<file path="src/rtl/custom_leds_pkg.sv">
// Shared types and constants for the custom LED sequencer/arbiter.
package custom_leds_pkg;

  typedef enum logic [1:0] {
    MODE_STATIC = 2'd0,
    MODE_BLINK  = 2'd1,
    MODE_ROTATE = 2'd2,
    MODE_BOUNCE = 2'd3
  } mode_e;

  typedef enum logic [1:0] {
    SRC_STATIC = 2'd0,
    SRC_SEQ    = 2'd1,
    SRC_BUTTON = 2'd2
  } src_e;

  typedef enum logic [1:0] {
    ST_IDLE = 2'd0,
    ST_LOAD = 2'd1,
    ST_RUN  = 2'd2
  } state_e;

  localparam logic [2:0] ADDR_CTRL   = 3'd0;
  localparam logic [2:0] ADDR_VALUE  = 3'd1;
  localparam logic [2:0] ADDR_PERIOD = 3'd2;
  localparam logic [2:0] ADDR_STATUS = 3'd3;
  localparam logic [2:0] ADDR_STEPS  = 3'd4;

  localparam int CTRL_EN_BIT   = 0;
  localparam int CTRL_MODE_LSB = 1;
  localparam int CTRL_OVR_BIT  = 3;

  localparam logic DIR_LEFT  = 1'b0;
  localparam logic DIR_RIGHT = 1'b1;

  typedef struct packed {
    logic [7:0] pattern;
    logic       dir;
  } step_t;

  // One sequencer step. A bounce pattern touching both edges cannot move,
  // so it holds while DIR still flips (keeps 0xFF at 0xFF).
  function automatic step_t seq_step(input mode_e mode, input logic [7:0] pat,
                                     input logic dir);
    step_t res;
    res.pattern = pat;
    res.dir     = dir;
    case (mode)
      MODE_BLINK:  res.pattern = ~pat;
      MODE_ROTATE: res.pattern = {pat[6:0], pat[7]};
      MODE_BOUNCE: begin
        if (dir == DIR_LEFT) begin
          if (pat[7]) begin
            res.dir     = DIR_RIGHT;
            res.pattern = pat[0] ? pat : {1'b0, pat[7:1]};
          end else begin
            res.pattern = {pat[6:0], 1'b0};
          end
        end else begin
          if (pat[0]) begin
            res.dir     = DIR_LEFT;
            res.pattern = pat[7] ? pat : {pat[6:0], 1'b0};
          end else begin
            res.pattern = {1'b0, pat[7:1]};
          end
        end
      end
      default: res.pattern = pat;
    endcase
    return res;
  endfunction

endpackage

</file>
<file path="src/rtl/custom_leds_if.sv">
// Avalon-MM slave bus bundle for the LED controller register file.
interface custom_leds_if;
  logic [2:0]  avs_address;
  logic        avs_read;
  logic        avs_write;
  logic [31:0] avs_writedata;
  logic [31:0] avs_readdata;

  modport master (
    output avs_address, avs_read, avs_write, avs_writedata,
    input  avs_readdata
  );

  modport slave (
    input  avs_address, avs_read, avs_write, avs_writedata,
    output avs_readdata
  );
endinterface

</file>
<file path="src/rtl/custom_leds_debounce.sv">
// Button conditioner: 2-FF synchronizer followed by a stability counter.
module custom_leds_debounce #(
  parameter int unsigned DEBOUNCE_CYCLES = 500_000
) (
  input  logic clk,
  input  logic reset_n,
  input  logic button_n,
  output logic pressed
);

  localparam logic [31:0] CNT_LAST =
    (DEBOUNCE_CYCLES == 0) ? 32'd0 : 32'(DEBOUNCE_CYCLES - 1);

  logic [1:0]  r_sync;
  logic [31:0] r_cnt;
  logic        r_pressed;
  logic        w_sync_pressed;

  assign w_sync_pressed = ~r_sync[1];
  assign pressed        = r_pressed;

  // Synchronise the raw button; released (high) out of reset.
  always_ff @(posedge clk or negedge reset_n) begin
    if (!reset_n) begin
      r_sync <= 2'b11;
    end else begin
      r_sync <= {r_sync[0], button_n};
    end
  end

  // Accept a new level only after it differs for DEBOUNCE_CYCLES edges in a row.
  always_ff @(posedge clk or negedge reset_n) begin
    if (!reset_n) begin
      r_cnt     <= 32'd0;
      r_pressed <= 1'b0;
    end else if (w_sync_pressed != r_pressed) begin
      if (r_cnt >= CNT_LAST) begin
        r_pressed <= w_sync_pressed;
        r_cnt     <= 32'd0;
      end else begin
        r_cnt <= r_cnt + 32'd1;
      end
    end else begin
      r_cnt <= 32'd0;
    end
  end

endmodule

</file>
<file path="src/rtl/custom_leds_ctrl.sv">
// LED bank controller: register file, pattern sequencer FSM and output arbiter.
module custom_leds_ctrl
  import custom_leds_pkg::*;
#(
  parameter int unsigned CLK_HZ          = 50_000_000,
  parameter int unsigned DEFAULT_PERIOD  = 12_500_000,
  parameter int unsigned DEBOUNCE_CYCLES = 500_000
) (
  input  logic            clk,
  input  logic            reset_n,
  custom_leds_if.slave    avs,
  input  logic [1:0]      button_n,
  input  logic [3:0]      dipsw,
  output logic [7:0]      leds
);

  if (CLK_HZ == 0) begin : g_clk_hz_check
    $error("custom_leds_ctrl: CLK_HZ must be nonzero");
  end

  logic [3:0]  r_ctrl;
  logic [7:0]  r_value;
  logic [31:0] r_period;
  logic [31:0] r_steps;
  logic [31:0] r_readdata;
  logic [7:0]  r_leds;
  src_e        r_src;
  logic [7:0]  r_pattern;
  logic [31:0] r_presc;
  logic        r_dir;
  state_e      r_state;
  logic [3:0]  r_dipsw_meta;
  logic [3:0]  r_dipsw_sync;

  state_e      w_state_next;
  mode_e       w_mode;
  logic        w_active, w_next_active, w_cfg_wr, w_load, w_run, w_step;
  logic        w_wr_ctrl, w_wr_value, w_wr_period, w_wr_steps;
  logic [3:0]  w_ctrl_next;
  logic [31:0] w_period_last, w_rd_mux;
  logic [7:0]  w_leds_next;
  src_e        w_src_next;
  logic [1:0]  w_pressed;
  step_t       w_step_res;

  custom_leds_debounce #(.DEBOUNCE_CYCLES(DEBOUNCE_CYCLES)) u_deb0 (
    .clk(clk), .reset_n(reset_n), .button_n(button_n[0]), .pressed(w_pressed[0])
  );
  custom_leds_debounce #(.DEBOUNCE_CYCLES(DEBOUNCE_CYCLES)) u_deb1 (
    .clk(clk), .reset_n(reset_n), .button_n(button_n[1]), .pressed(w_pressed[1])
  );

  assign w_wr_ctrl   = avs.avs_write && (avs.avs_address == ADDR_CTRL);
  assign w_wr_value  = avs.avs_write && (avs.avs_address == ADDR_VALUE);
  assign w_wr_period = avs.avs_write && (avs.avs_address == ADDR_PERIOD);
  assign w_wr_steps  = avs.avs_write && (avs.avs_address == ADDR_STEPS);
  assign w_cfg_wr    = w_wr_ctrl || w_wr_value || w_wr_period;

  assign w_mode        = mode_e'(r_ctrl[CTRL_MODE_LSB +: 2]);
  assign w_active      = r_ctrl[CTRL_EN_BIT] && (w_mode != MODE_STATIC);
  // CTRL as it will be after this cycle's write, so a disabling write does not restart.
  assign w_ctrl_next   = w_wr_ctrl ? avs.avs_writedata[3:0] : r_ctrl;
  assign w_next_active = w_ctrl_next[CTRL_EN_BIT] &&
                         (w_ctrl_next[CTRL_MODE_LSB +: 2] != MODE_STATIC);

  // PERIOD of 0 behaves as 1: terminal count is then 0.
  assign w_period_last = (r_period == 32'd0) ? 32'd0 : (r_period - 32'd1);
  assign w_step        = w_run && w_active && (r_presc >= w_period_last);
  assign w_step_res    = seq_step(w_mode, r_pattern, r_dir);

  assign avs.avs_readdata = r_readdata;
  assign leds             = r_leds;

  // Sequencer state register.
  always_ff @(posedge clk or negedge reset_n) begin
    if (!reset_n) begin
      r_state <= ST_IDLE;
    end else begin
      r_state <= w_state_next;
    end
  end

  // Sequencer next-state logic.
  always_comb begin
    w_state_next = r_state;
    case (r_state)
      ST_IDLE: begin
        if (w_active) w_state_next = ST_LOAD;
        else          w_state_next = ST_IDLE;
      end
      ST_LOAD: begin
        if (w_cfg_wr && w_next_active) w_state_next = ST_LOAD;
        else                           w_state_next = ST_RUN;
      end
      ST_RUN: begin
        if (!w_active)                      w_state_next = ST_IDLE;
        else if (w_cfg_wr && w_next_active) w_state_next = ST_LOAD;
        else                                w_state_next = ST_RUN;
      end
      default: w_state_next = ST_IDLE;
    endcase
  end

  // Sequencer state decode into datapath controls.
  always_comb begin
    w_load = 1'b0;
    w_run  = 1'b0;
    case (r_state)
      ST_LOAD: w_load = 1'b1;
      ST_RUN:  w_run  = 1'b1;
      default: begin
        w_load = 1'b0;
        w_run  = 1'b0;
      end
    endcase
  end

  // Pattern, direction and prescaler; the pattern holds when the FSM idles.
  always_ff @(posedge clk or negedge reset_n) begin
    if (!reset_n) begin
      r_pattern <= 8'd0;
      r_presc   <= 32'd0;
      r_dir     <= DIR_LEFT;
    end else if (w_load) begin
      r_pattern <= r_value;
      r_presc   <= 32'd0;
      r_dir     <= DIR_LEFT;
    end else if (w_step) begin
      r_pattern <= w_step_res.pattern;
      r_dir     <= w_step_res.dir;
      r_presc   <= 32'd0;
    end else if (w_run && w_active) begin
      r_presc <= r_presc + 32'd1;
    end
  end

  // Writable configuration registers.
  always_ff @(posedge clk or negedge reset_n) begin
    if (!reset_n) begin
      r_ctrl   <= 4'd0;
      r_value  <= 8'd0;
      r_period <= 32'(DEFAULT_PERIOD);
    end else begin
      if (w_wr_ctrl)   r_ctrl   <= avs.avs_writedata[3:0];
      if (w_wr_value)  r_value  <= avs.avs_writedata[7:0];
      if (w_wr_period) r_period <= avs.avs_writedata;
    end
  end

  // Step counter; a write clears it and beats a coincident step.
  always_ff @(posedge clk or negedge reset_n) begin
    if (!reset_n) begin
      r_steps <= 32'd0;
    end else if (w_wr_steps) begin
      r_steps <= 32'd0;
    end else if (w_step) begin
      r_steps <= r_steps + 32'd1;
    end
  end

  // Read mux over the current (pre-write) register contents.
  always_comb begin
    w_rd_mux = 32'd0;
    case (avs.avs_address)
      ADDR_CTRL:   w_rd_mux = {28'd0, r_ctrl};
      ADDR_VALUE:  w_rd_mux = {24'd0, r_value};
      ADDR_PERIOD: w_rd_mux = r_period;
      ADDR_STATUS: w_rd_mux = {19'd0, r_state, r_dir, r_src, r_leds};
      ADDR_STEPS:  w_rd_mux = r_steps;
      default:     w_rd_mux = 32'd0;
    endcase
  end

  // Read data register; holds between reads.
  always_ff @(posedge clk or negedge reset_n) begin
    if (!reset_n) begin
      r_readdata <= 32'd0;
    end else if (avs.avs_read) begin
      r_readdata <= w_rd_mux;
    end
  end

  // DIP switches need only a 2-FF synchronizer.
  always_ff @(posedge clk or negedge reset_n) begin
    if (!reset_n) begin
      r_dipsw_meta <= 4'd0;
      r_dipsw_sync <= 4'd0;
    end else begin
      r_dipsw_meta <= dipsw;
      r_dipsw_sync <= r_dipsw_meta;
    end
  end

  // Output arbiter: lamp test, DIP mirror, sequencer, static value.
  always_comb begin
    w_leds_next = r_value;
    w_src_next  = SRC_STATIC;
    if (r_ctrl[CTRL_OVR_BIT] && w_pressed[1]) begin
      w_leds_next = 8'hFF;
      w_src_next  = SRC_BUTTON;
    end else if (r_ctrl[CTRL_OVR_BIT] && w_pressed[0]) begin
      w_leds_next = {r_dipsw_sync, r_dipsw_sync};
      w_src_next  = SRC_BUTTON;
    end else if (w_active) begin
      w_leds_next = r_pattern;
      w_src_next  = SRC_SEQ;
    end else begin
      w_leds_next = r_value;
      w_src_next  = SRC_STATIC;
    end
  end

  // Registered LED drive and its source tag.
  always_ff @(posedge clk or negedge reset_n) begin
    if (!reset_n) begin
      r_leds <= 8'd0;
      r_src  <= SRC_STATIC;
    end else begin
      r_leds <= w_leds_next;
      r_src  <= w_src_next;
    end
  end

endmodule

</file>
<file path="src/flat_wrapper.sv">
// flat-port wrapper written by rule: the top's interface ports become plain ports
module custom_leds_ctrl_flat import custom_leds_pkg::*;
#(
  parameter int unsigned CLK_HZ          = 50_000_000,
  parameter int unsigned DEFAULT_PERIOD  = 12_500_000,
  parameter int unsigned DEBOUNCE_CYCLES = 500_000
)
  (clk, reset_n, button_n, dipsw, leds, avs_avs_address, avs_avs_read, avs_avs_write, avs_avs_writedata, avs_avs_readdata);
  custom_leds_if avs_i ();
  input  logic clk;
  input  logic reset_n;
  input  logic [1:0] button_n;
  input  logic [3:0] dipsw;
  output logic [7:0] leds;
  input wire logic [$bits(avs_i.avs_address)-1:0] avs_avs_address;
  input wire logic [$bits(avs_i.avs_read)-1:0] avs_avs_read;
  input wire logic [$bits(avs_i.avs_write)-1:0] avs_avs_write;
  input wire logic [$bits(avs_i.avs_writedata)-1:0] avs_avs_writedata;
  output wire logic [$bits(avs_i.avs_readdata)-1:0] avs_avs_readdata;
  assign avs_i.avs_address = avs_avs_address;
  assign avs_i.avs_read = avs_avs_read;
  assign avs_i.avs_write = avs_avs_write;
  assign avs_i.avs_writedata = avs_avs_writedata;
  assign avs_avs_readdata = avs_i.avs_readdata;
  custom_leds_ctrl #(.CLK_HZ(CLK_HZ), .DEFAULT_PERIOD(DEFAULT_PERIOD), .DEBOUNCE_CYCLES(DEBOUNCE_CYCLES)) u_core (.clk(clk), .reset_n(reset_n), .avs(avs_i), .button_n(button_n), .dipsw(dipsw), .leds(leds));
endmodule
</file>
<file path="config.mk">
export PLATFORM = sky130hd
export DESIGN_NAME = custom_leds_ctrl_flat
export DESIGN_NICKNAME = d
export VERILOG_FILES = /design/src/rtl/custom_leds_pkg.sv /design/src/rtl/custom_leds_if.sv /design/src/rtl/custom_leds_debounce.sv /design/src/rtl/custom_leds_ctrl.sv /design/src/flat_wrapper.sv
export SDC_FILE = /design/constraint.sdc
export NUM_CORES = 1
export LEC_CHECK = 0
export BUFFER_PORTS_ARGS = -buffer_cell sky130_fd_sc_hd__buf_2
export CAP_MARGIN = 20
export CELL_PAD_IN_SITES_DETAIL_PLACEMENT = 1
export CELL_PAD_IN_SITES_GLOBAL_PLACEMENT = 1
export CORE_MARGIN = 10
export CORE_UTILIZATION = 30
export DETAILED_ROUTE_END_ITERATION = 6
export PLACE_DENSITY_LB_ADDON = 0.1
export SLEW_MARGIN = 0
export SYNTH_ARGS = -nofsm -noshare
export SYNTH_HDL_FRONTEND = slang
export SYNTH_SLANG_ARGS = --single-unit
</file>
<file path="constraint.sdc">
create_clock -name clk -period 7 [get_ports clk]
set_clock_uncertainty 0.2 [all_clocks]
set_input_delay 0.35 -clock clk [delete_from_list [all_inputs] [get_ports clk]]
set_output_delay 0.35 -clock clk [all_outputs]
set_load 0.005 [all_outputs]
</file>
==> run metrics, run 1 <==
Core ar. about 41000 um^2; drt pass-1 iters 4; R2R Path Start u_core.r_period[7]$_DFFE_PN0P_; die width 223 um; Slew Limit Headroom 36.3%; Critical Path End Type flip-flop; nets 1464; pin count of the biggest net entering global routing about 150; crit-path max FO just under 70; Critical Path Start Type flip-flop; die area 49500 um^2; Primary FF master, synth dfrtp_1; DR iter-0 viols 524; vias in the first global route 10200; Num CTS Buffers 30; Ant. Diodes 0; CTS resizes 0; CTS tree yes; min Tclk post-route 5060 ps; Post-Syn Area per Cell 9.86 um^2; DR vias between 9000 and 10000; # rows 74; number of flops mapped to enable cells by yosys 0; initial antenna violation count 0; leading area contributor after synthesis dfrtp_1; hold crit path type in -> reg; min-delay src avs_avs_write; Comb pwr share 17.2%; status complete, no violations; reg2reg path depth 16; Clock transition at path regs 60 ps; ranking of synthesized cells by area dfrtp_1, mux2_2, nor2_1; RSZ-0062 raised after global routing false; Post-Synthesis Cells about 1200; Reg power frac around 43%; fmax 197 MHz; final-report hold violation count 0; half-perimeter wire length after detailed placement 26.0 mm; #FFs+latches synth 239; ys async rst share between 90% and 100%; Max clock buf depth 3; arrival time at the worst endpoint 5360 ps; CTS Hold Buffers Added 40; RePlAce Congestion 0.757; Total GRT Usage 14.9%; Setup crit start u_core.r_period[7]$_DFFE_PN0P_; clock latency on the worst-skew pair 600 ps; yosys warns 0; share of cells above drive strength 1 around 17%; Synth top area share 45.4%; Die Y 223 um; most frequent cells in the layout dfrtp_1, nor2_1, nand2_1; post-synthesis sequential area ratio ~50%; Initial Util 30.3%; kind of critical path reg -> reg; Port-buffer cells 84; placed insts 1841; final wirelength roughly 37 mm; drt drc 0; fin cells 1937; Slew @ Worst Pin 956 ps; fill count around 4600; Max Cap Viol 0; # setup viols final 0; total grt overflow 0; maximum vdd drop 0.200 mV; commonest non-fill, non-tap cell in the layout dfrtp_1; period utilisation layout between 70% and 80%; Pwr Density 278 nW/um^2; internal power 0.00286 W; Hold EP u_core.r_period[3]$_DFFE_PN0P_; Clock H-tree levels 1; Net Sw Frac a little under a third; CP Data Required Time around 7300 ps; synthesized area 12300 um^2; DR vias/cell 4.98; buffer count from post-CTS setup fixing 0; Antenna Violating Nets Remaining 0; I/O Pins between 80 and 90; clock power share around two fifths; WL/cell approximately 19 um; setup TNS 0 ps; CTS Sinks between 200 and 250; clock tree root driver cell clkbuf_16; first-pass GRT wire length roughly 60 mm; sw power 0.00126 W; Pleak 6.29 nW; R2R setup slack between 1500 and 2000 ps; synth unique cells between 60 and 70; hold path cells 4; Pins Over Slew Limit 0; FF-to-FF End u_core.r_steps[29]$_DFFE_PN0P_; Area Overhead vs Synth 20.5%
-- power by group through the flow --
stage	registers [W]	logic, W	clock network [W]
floorplan	0.00168	0.000500	0
global placement	0.00180	0.000684	0
detailed placement	0.00180	0.000702	0
CTS	0.00177	0.000724	0.00169
global route	0.00180	0.000807	0.00175
finish	0.00177	0.000710	0.00164
-- layout make-up --
class	count	area, um^2	area share (%)
Sequential cell	239	6000	40.5
Multi-Input combinational cell	922	5960	40.2
Clock buffer	47	945	6.37
Timing Repair Buffer	133	918	6.20
Tap cell	532	666	4.49
Inverter	55	206	1.39
Clock inverter	9	123	0.827
-- through the flow --
step / cell area (um^2) / util [%] / worst slack (ps) / hold WS (ps) / power [W]
after floorplan: 12400 / - / 2570 / -146 / 0.00218
after global placement: 13300 / 32.8 / 2030 / 136 / 0.00248
after detailed placement: 13400 / 32.9 / 1940 / 140 / 0.00250
after CTS: 14800 / 36.5 / 1910 / 40.1 / 0.00419
after global routing: 14800 / 36.5 / 1550 / 81.3 / 0.00436
final: 14800 / 36.5 / 1940 / 70.0 / 0.00412
-- per-layer routing --
metal / track usage, % / share of wire [%] / vias up
met5: 0 / 0 / -
met4: 3.66 / 1.8 / 0
met3: 1.81 / 3.2 / 44
met2: 23.4 / 46 / 98
met1: 21.1 / 49 / 4821
li1: - / - / 4675
-- cell usage after synthesis (4+ instances only) --
cell type  count
o31ai_1       13
clkbuf_1      46
nor4_1        13
buf_2          5
nor2_1       127
o22a_1         5
nand2b_1      11
a22oi_1       38
o22ai_1       31
xnor2_1       52
mux2_2        59
nand3b_1       5
o21ai_0       48
and3_1        23
nand4_1       27
nor2b_1        9
a21oi_1       54
nor3_1        25
dfstp_2       16
nand2_1      122
or4_1         16
xor2_1        41
a31oi_1        4
dfrtp_1      223
mux2i_1        6
inv_1         55
ha_1          38
or3_1         20
and4_1         7
or2_2          5
nand3_1       51
-- cell families (layout without fill, tap and decap cells) --
kind of cell / Yosys count / after routing / synth area share [%]
compound gates: 219 / 219 / 11.3
fa+ha+maj: 38 / 38 / 3.86
flops: 239 / 239 / 48.8
other cells: 1 / 26 / 0.0305
xor+xnor: 93 / 93 / 6.62
mux: 66 / 66 / 6.07
buf+inv: 112 / 244 / 3.63
simple gates: 480 / 480 / 19.7
-- sequential cells by signal, summed over array words and instances, names as in the netlist --
| signal | cells |
|---|---|
| u_core.u_deb1.r_cnt | 32 |
| u_core.r_steps | 32 |
| u_core.r_src | 2 |
| u_core.u_deb1.r_sync | 2 |
| u_core.r_value | 8 |
| u_core.avs.avs_readdata | 32 |
| u_core.r_dipsw_sync | 4 |
| u_core.u_deb0.r_sync | 2 |
| u_core.r_state | 2 |
| u_core.r_ctrl | 4 |
| u_core.r_dipsw_meta | 4 |
| u_core.u_deb0.pressed | 1 |
| u_core.r_presc | 32 |
| u_core.r_dir | 1 |
| u_core.r_pattern | 8 |
| u_core.u_deb0.r_cnt | 32 |
| u_core.u_deb1.pressed | 1 |
| u_core.r_period | 32 |
| u_core.leds | 8 |
-- how the worst max path moves through the flow --
| stage | endpoint | slack [ps] | cells after the start |
|---|---|---|---|
| global placement | u_core.r_steps[29]$_DFFE_PN0P_ | 2030 | 16 |
| CTS | u_core.r_presc[1]$_DFFE_PN0P_ | 1910 | 16 |
| global route | u_core.r_steps[29]$_DFFE_PN0P_ | 1550 | 16 |
| detailed placement | u_core.r_presc[1]$_DFFE_PN0P_ | 1940 | 16 |
| floorplan | u_core.r_steps[29]$_DFFE_PN0P_ | 2570 | 16 |
| finish | u_core.r_steps[29]$_DFFE_PN0P_ | 1940 | 16 |
-- worst max-delay path, cell delays in order, from the launching register on --
cell and delay (ps):
dfrtp_1 430, or4_4 580, or4_4 460, nor4_4 310
and3b_1 300, nand3b_1 120, xnor2_1 140, nand2_1 80
ha_1 330, nand4_1 180, nor3_1 220, nand2_1 70
o211ai_1 150, a22oi_2 130, buf_4 360, or4_2 710
a21oi_1 150
Power figures use the tool's default switching activity.
==> run 2: changes to the inputs <==
- clock period: 7 -> 4.15 ns (I/O delays scaled with it)
==> run metrics, run 2 (synthesized netlist as in run 1, its figures left out) <==
CTS Sinks between 200 and 250; # setup viols final 73; Final WS setup -521 ps; Critical Path End Type flip-flop; Pwr Density 453 nW/um^2; Pins Over Slew Limit 0; clock latency on the worst-skew pair a little under 600 ps; sequential cell area about 6000 um^2; I/O Pins 85; placed instance area 13800 um^2; Clock H-tree levels 1; worst stage delay on the critical path 570 ps; Initial Util 30.3%; drt drc 0; crit-path max FO 6; pin count of the biggest net entering global routing 118; hold crit path type in -> reg; fmax 214 MHz; arrival time at the worst endpoint 4970 ps; initial antenna violation count 2; total grt overflow 0; die area 49500 um^2; first-pass GRT wire length 61.8 mm; most frequent cells in the layout dfrtp_1, nand2_1, nor2_1; Area Overhead vs Synth 28.4%; Die Y 223 um; DR iter-0 viols 446; vias in the first global route around 11000; Port-buffer cells 84; commonest non-fill, non-tap cell in the layout dfrtp_1; final design utilization 38.9%; status finished, violations left; period utilisation layout 113%; Pleak about 6.8 nW; setup TNS -28970 ps; Num CTS Buffers 31; footprint of the multi-input gates 6230 um^2; Max Cap Viol 0; Slew @ Worst Pin 978 ps; half-perimeter wire length after detailed placement 27.1 mm; clock tree root driver cell clkbuf_16; placed insts 1893; failing checks negative setup slack; DR vias 9962; die width 223 um; min Tclk post-route 4670 ps; CTS tree yes; nets 1537; WL/cell 19.6 um; Max clock buf depth 3; design area 15800 um^2; Antenna Violating Nets Remaining 0; Hold Slack 27.8 ps; Slew Limit Headroom around a third; final wirelength 39.5 mm; critical path, cell by cell or4_4 > or4_4 > nor4_4 > and3b_2 > nand3b_1 > xnor2_1 > nand2_1 > ha_4 > nand4_1 > nor3_2 > nand2_1 > o211ai_1 > a22oi_2 > buf_6 > buf_12 > or4_1 > a21oi_2; maximum vdd drop 0.348 mV; final-report hold violation count 0; CP Data Required Time 4450 ps; share of cells above drive strength 1 roughly 24%; Crit-path slowest cell or4_4; DR vias/cell 4.95; Total GRT Usage 15.3%; Core ar. 40600 um^2; fill count 4542; fin cells 2012; # rows 74; RSZ-0062 raised after global routing true; drt pass-1 iters 5; Critical Path Start Type flip-flop; Clock transition at path regs 60 ps; kind of critical path reg -> reg; RePlAce Congestion 0.775
[run 2: changes by cell type in the layout (fill, tap and decap cells not counted), sizes merged]
cell / change
buf: +66
clkbuf: +5
clkinv: +3
bufinv: -1
clkinvlp: -1
diode: +1
dlygate4sd3: +1
inv: +1
[run 2: path summary, 6_finish.rpt]
check | startpoint | to | slack, ps | cells after the start
worst max-delay path | u_core.r_period[5]$_DFFE_PN1P_ | u_core.r_steps[9]$_DFFE_PN0P_ | -520 | 17
worst min-delay path | avs_avs_write | u_core.r_state[1]$_DFF_PN0_ | 30 | 5
worst max register to register | u_core.r_period[5]$_DFFE_PN1P_ | u_core.r_steps[9]$_DFFE_PN0P_ | -520 | 17
worst min register to register | u_core.r_dipsw_meta[2]$_DFF_PN0_ | u_core.r_dipsw_sync[2]$_DFF_PN0_ | 150 | 0
max in group asynchronous | reset_n | u_core.u_deb1.r_cnt[5]$_DFF_PN0_ | 2660 | 3
min in group asynchronous | reset_n | u_core.u_deb0.r_cnt[11]$_DFF_PN0_ | 60 | 2
[run 2: routing by layer]
metal	wire [um]	GRT usage [%]
met5	17	0
met1	18800	21.3
met2	18600	24.5
met4	701	3.68
met3	1290	2.02
[run 2: report_power, final]
part           switching [W]  internal, W  total [W]  leakage [nW]
sequential          0.000342      0.00260    0.00294          3.08
combinational       0.000813     0.000736    0.00155          3.17
clock                0.00107      0.00160    0.00266         0.514
total                0.00222      0.00493    0.00715          6.76
[run 2: repair_timing]
item,CTS,global route
gates resized for setup,10,58
endpoints found under the setup margin,73,73
hold buffers,41,0
pin swaps,2,30
gates cloned,1,7
buffers inserted,6,5
endpoints found under the hold margin,164,0
[run 2: cell type report]
class | instances | share of cell area (%)
multi-input cells | 922 | 39.5
flip-flops and latches | 239 | 38.0
repair buffers | 205 | 10.5
clock buffers | 47 | 5.86
well taps | 532 | 4.21
inverters | 55 | 1.31
clock inverters | 11 | 0.626
diodes | 1 | 0.0158
[run 2: critical path, delay by kind of cell, from the launching register on]
family / cells / cell delay [ps]
and+or+nand+nor: 10 / 2780
adders and majority gates: 1 / 290
xor gates and xnor gates: 1 / 170
DFF: 1 / 360
AOI/OAI and AO/OA: 3 / 450
buffers and inverters: 2 / 320
[run 2: metrics by stage]
stage / setup WS (ps) / power (W)
floorplan: -74.7 / 0.00368
global route: -723 / 0.00758
CTS: -406 / 0.00715
detailed placement: -437 / 0.00436
finish: -521 / 0.00715
global placement: -307 / 0.00433
==> run 3: changes to the inputs <==
- RECOVER_POWER: default -> 100
==> run metrics, run 3 (synthesized netlist as in run 1, its figures left out) <==
vias in the first global route 10500; most frequent cells in the layout dfrtp_1, nand2_1, nor2_1; Final WS setup -534 ps; power consumption 0.00714 W; crit-path max FO 6; die width 223 um; Num CTS Buffers 31; arrival time at the worst endpoint 4990 ps; critical path, cell by cell or4_4 > or4_4 > nor4_4 > and3b_2 > nand2_2 > xnor2_2 > nand2_1 > ha_1 > nand4_1 > nor3_2 > nand2_1 > o211ai_1 > a22oi_2 > buf_6 > buf_12 > or4_1 > a21oi_2; Crit-path slowest cell or4_4; worst stage delay on the critical path 570 ps; Pwr Density approximately 450 nW/um^2; nets around 1500; kind of critical path reg -> reg; Area Overhead vs Synth 27.6%; Pleak about 6.6 nW; Core ar. 40600 um^2; sequential cell area 6000 um^2; final wirelength between 30 and 40 mm; initial antenna violation count 2; Clock transition at path regs approximately 60 ps; drt drc 0; I/O Pins 85; fill count around 4600; Pins Over Slew Limit 189; clock latency on the worst-skew pair 580 ps; Initial Util 30.3%; placed instance area 13800 um^2; DP Worst Slack -437 ps; # setup viols final 73; final-report hold violation count 1; Antenna Violating Nets Remaining 0; share of cells above drive strength 1 a little over a fifth; # rows between 70 and 80; Critical Path Start Type flip-flop; status finished, violations left; drt pass-1 iters 5; pin count of the biggest net entering global routing 118; CTS Sinks between 200 and 250; hold crit path type in -> reg; Hold Slack -2.07 ps; Total GRT Usage around 15%; DR vias 10000; RePlAce Congestion 0.775; first-pass GRT wire length 61.8 mm; CP Data Required Time 4450 ps; maximum vdd drop 0.348 mV; total grt overflow 0; DR vias/cell 4.98; fmax approximately 210 MHz; GRT Max-Usage Layer met2; fin cells 2012; RSZ-0062 raised after global routing true; WL/cell roughly 20 um; Worst path top cell family by delay simple AND/OR/NAND/NOR gates; DR iter-0 viols roughly 440; Port-buffer cells 84; Critical Path End Type flip-flop; M3 GR Usage around 2.0%; half-perimeter wire length after detailed placement 27.1 mm; Max Cap Viol 3; clock tree root driver cell clkbuf_16; Buf/Inv on CP 2; commonest non-fill, non-tap cell in the layout dfrtp_1; Die Y 223 um; Slew @ Worst Pin 3060 ps; M1 GR Usage 21.3%; footprint of the multi-input gates 6230 um^2; Slew Limit Headroom -104%; Clock H-tree levels 1; min Tclk post-route between 4000 and 5000 ps; CTS tree yes; placed insts 1893; met2 usage 24.5%; failing checks negative hold slack, max-capacitance violations, max-slew violations, negative setup slack; period utilisation layout 113%; die area 49500 um^2; design area around 16000 um^2; setup TNS -29560 ps; Max clock buf depth 3
run 3: area by class of cell:
| cell class | count | area share (%) |
|---|---|---|
| Multi-Input combinational cell | 922 | 39.7 |
| Sequential cell | 239 | 38.2 |
| Timing Repair Buffer | 205 | 10.0 |
| Clock buffer | 47 | 5.90 |
| Tap cell | 532 | 4.24 |
| Inverter | 55 | 1.31 |
| Clock inverter | 11 | 0.630 |
| Antenna cell | 1 | 0.0159 |
run 3: timing repair:
| action | CTS | global route |
|---|---|---|
| gates resized for setup | 10 | 58 |
| hold buffers | 41 | 0 |
| pin swaps | 2 | 30 |
| endpoints found under the hold margin | 164 | 0 |
| cloned | 1 | 7 |
| setup endpoints to repair | 73 | 73 |
| setup buffers | 6 | 5 |
run 3: worst register-to-register path: stages (launching register included):
cell	delay (ps)
dfstp_2	360
or4_4	570
or4_4	520
nor4_4	180
and3b_2	290
nand2_2	80
xnor2_2	150
nand2_1	70
ha_1	300
nand4_1	250
nor3_2	230
nand2_1	80
o211ai_1	170
a22oi_2	130
buf_6	180
buf_12	140
or4_1	550
a21oi_2	150
run 3: worst paths after layout:
| kind | startpoint | end | slack (ps) | depth (start not counted) |
|---|---|---|---|---|
| setup / recovery | u_core.r_period[5]$_DFFE_PN1P_ | u_core.r_steps[9]$_DFFE_PN0P_ | -530 | 17 |
| hold / removal | avs_avs_write | u_core.r_state[1]$_DFF_PN0_ | -2 | 5 |
| setup reg to reg | u_core.r_period[5]$_DFFE_PN1P_ | u_core.r_steps[9]$_DFFE_PN0P_ | -530 | 17 |
| hold reg to reg | u_core.r_dipsw_meta[2]$_DFF_PN0_ | u_core.r_dipsw_sync[2]$_DFF_PN0_ | 150 | 0 |
| max in group asynchronous | reset_n | u_core.r_period[16]$_DFFE_PN0P_ | 560 | 3 |
| min in group asynchronous | reset_n | u_core.u_deb0.r_cnt[10]$_DFF_PN0_ | 920 | 2 |
run 3: per-layer routing:
metal	vias to the layer above	share of wire [%]
li1	4832	-
met1	5013	48
met2	114	47
met3	50	3.1
met4	2	1.9
met5	-	0.043
run 3: where the power goes:
group          internal (W)  switching, W
clock               0.00160       0.00107
combinational      0.000716      0.000814
sequential          0.00260      0.000344
run 3: metrics by stage:
step | util [%] | hold slack [ps]
6_report | 38.6 | -2.07
5_1_grt | 38.6 | -1.98
4_1_cts | 37.7 | 0.911
3_5_place_dp | 33.9 | 116
3_3_place_gp | 33.9 | 112
2_1_floorplan | - | -288
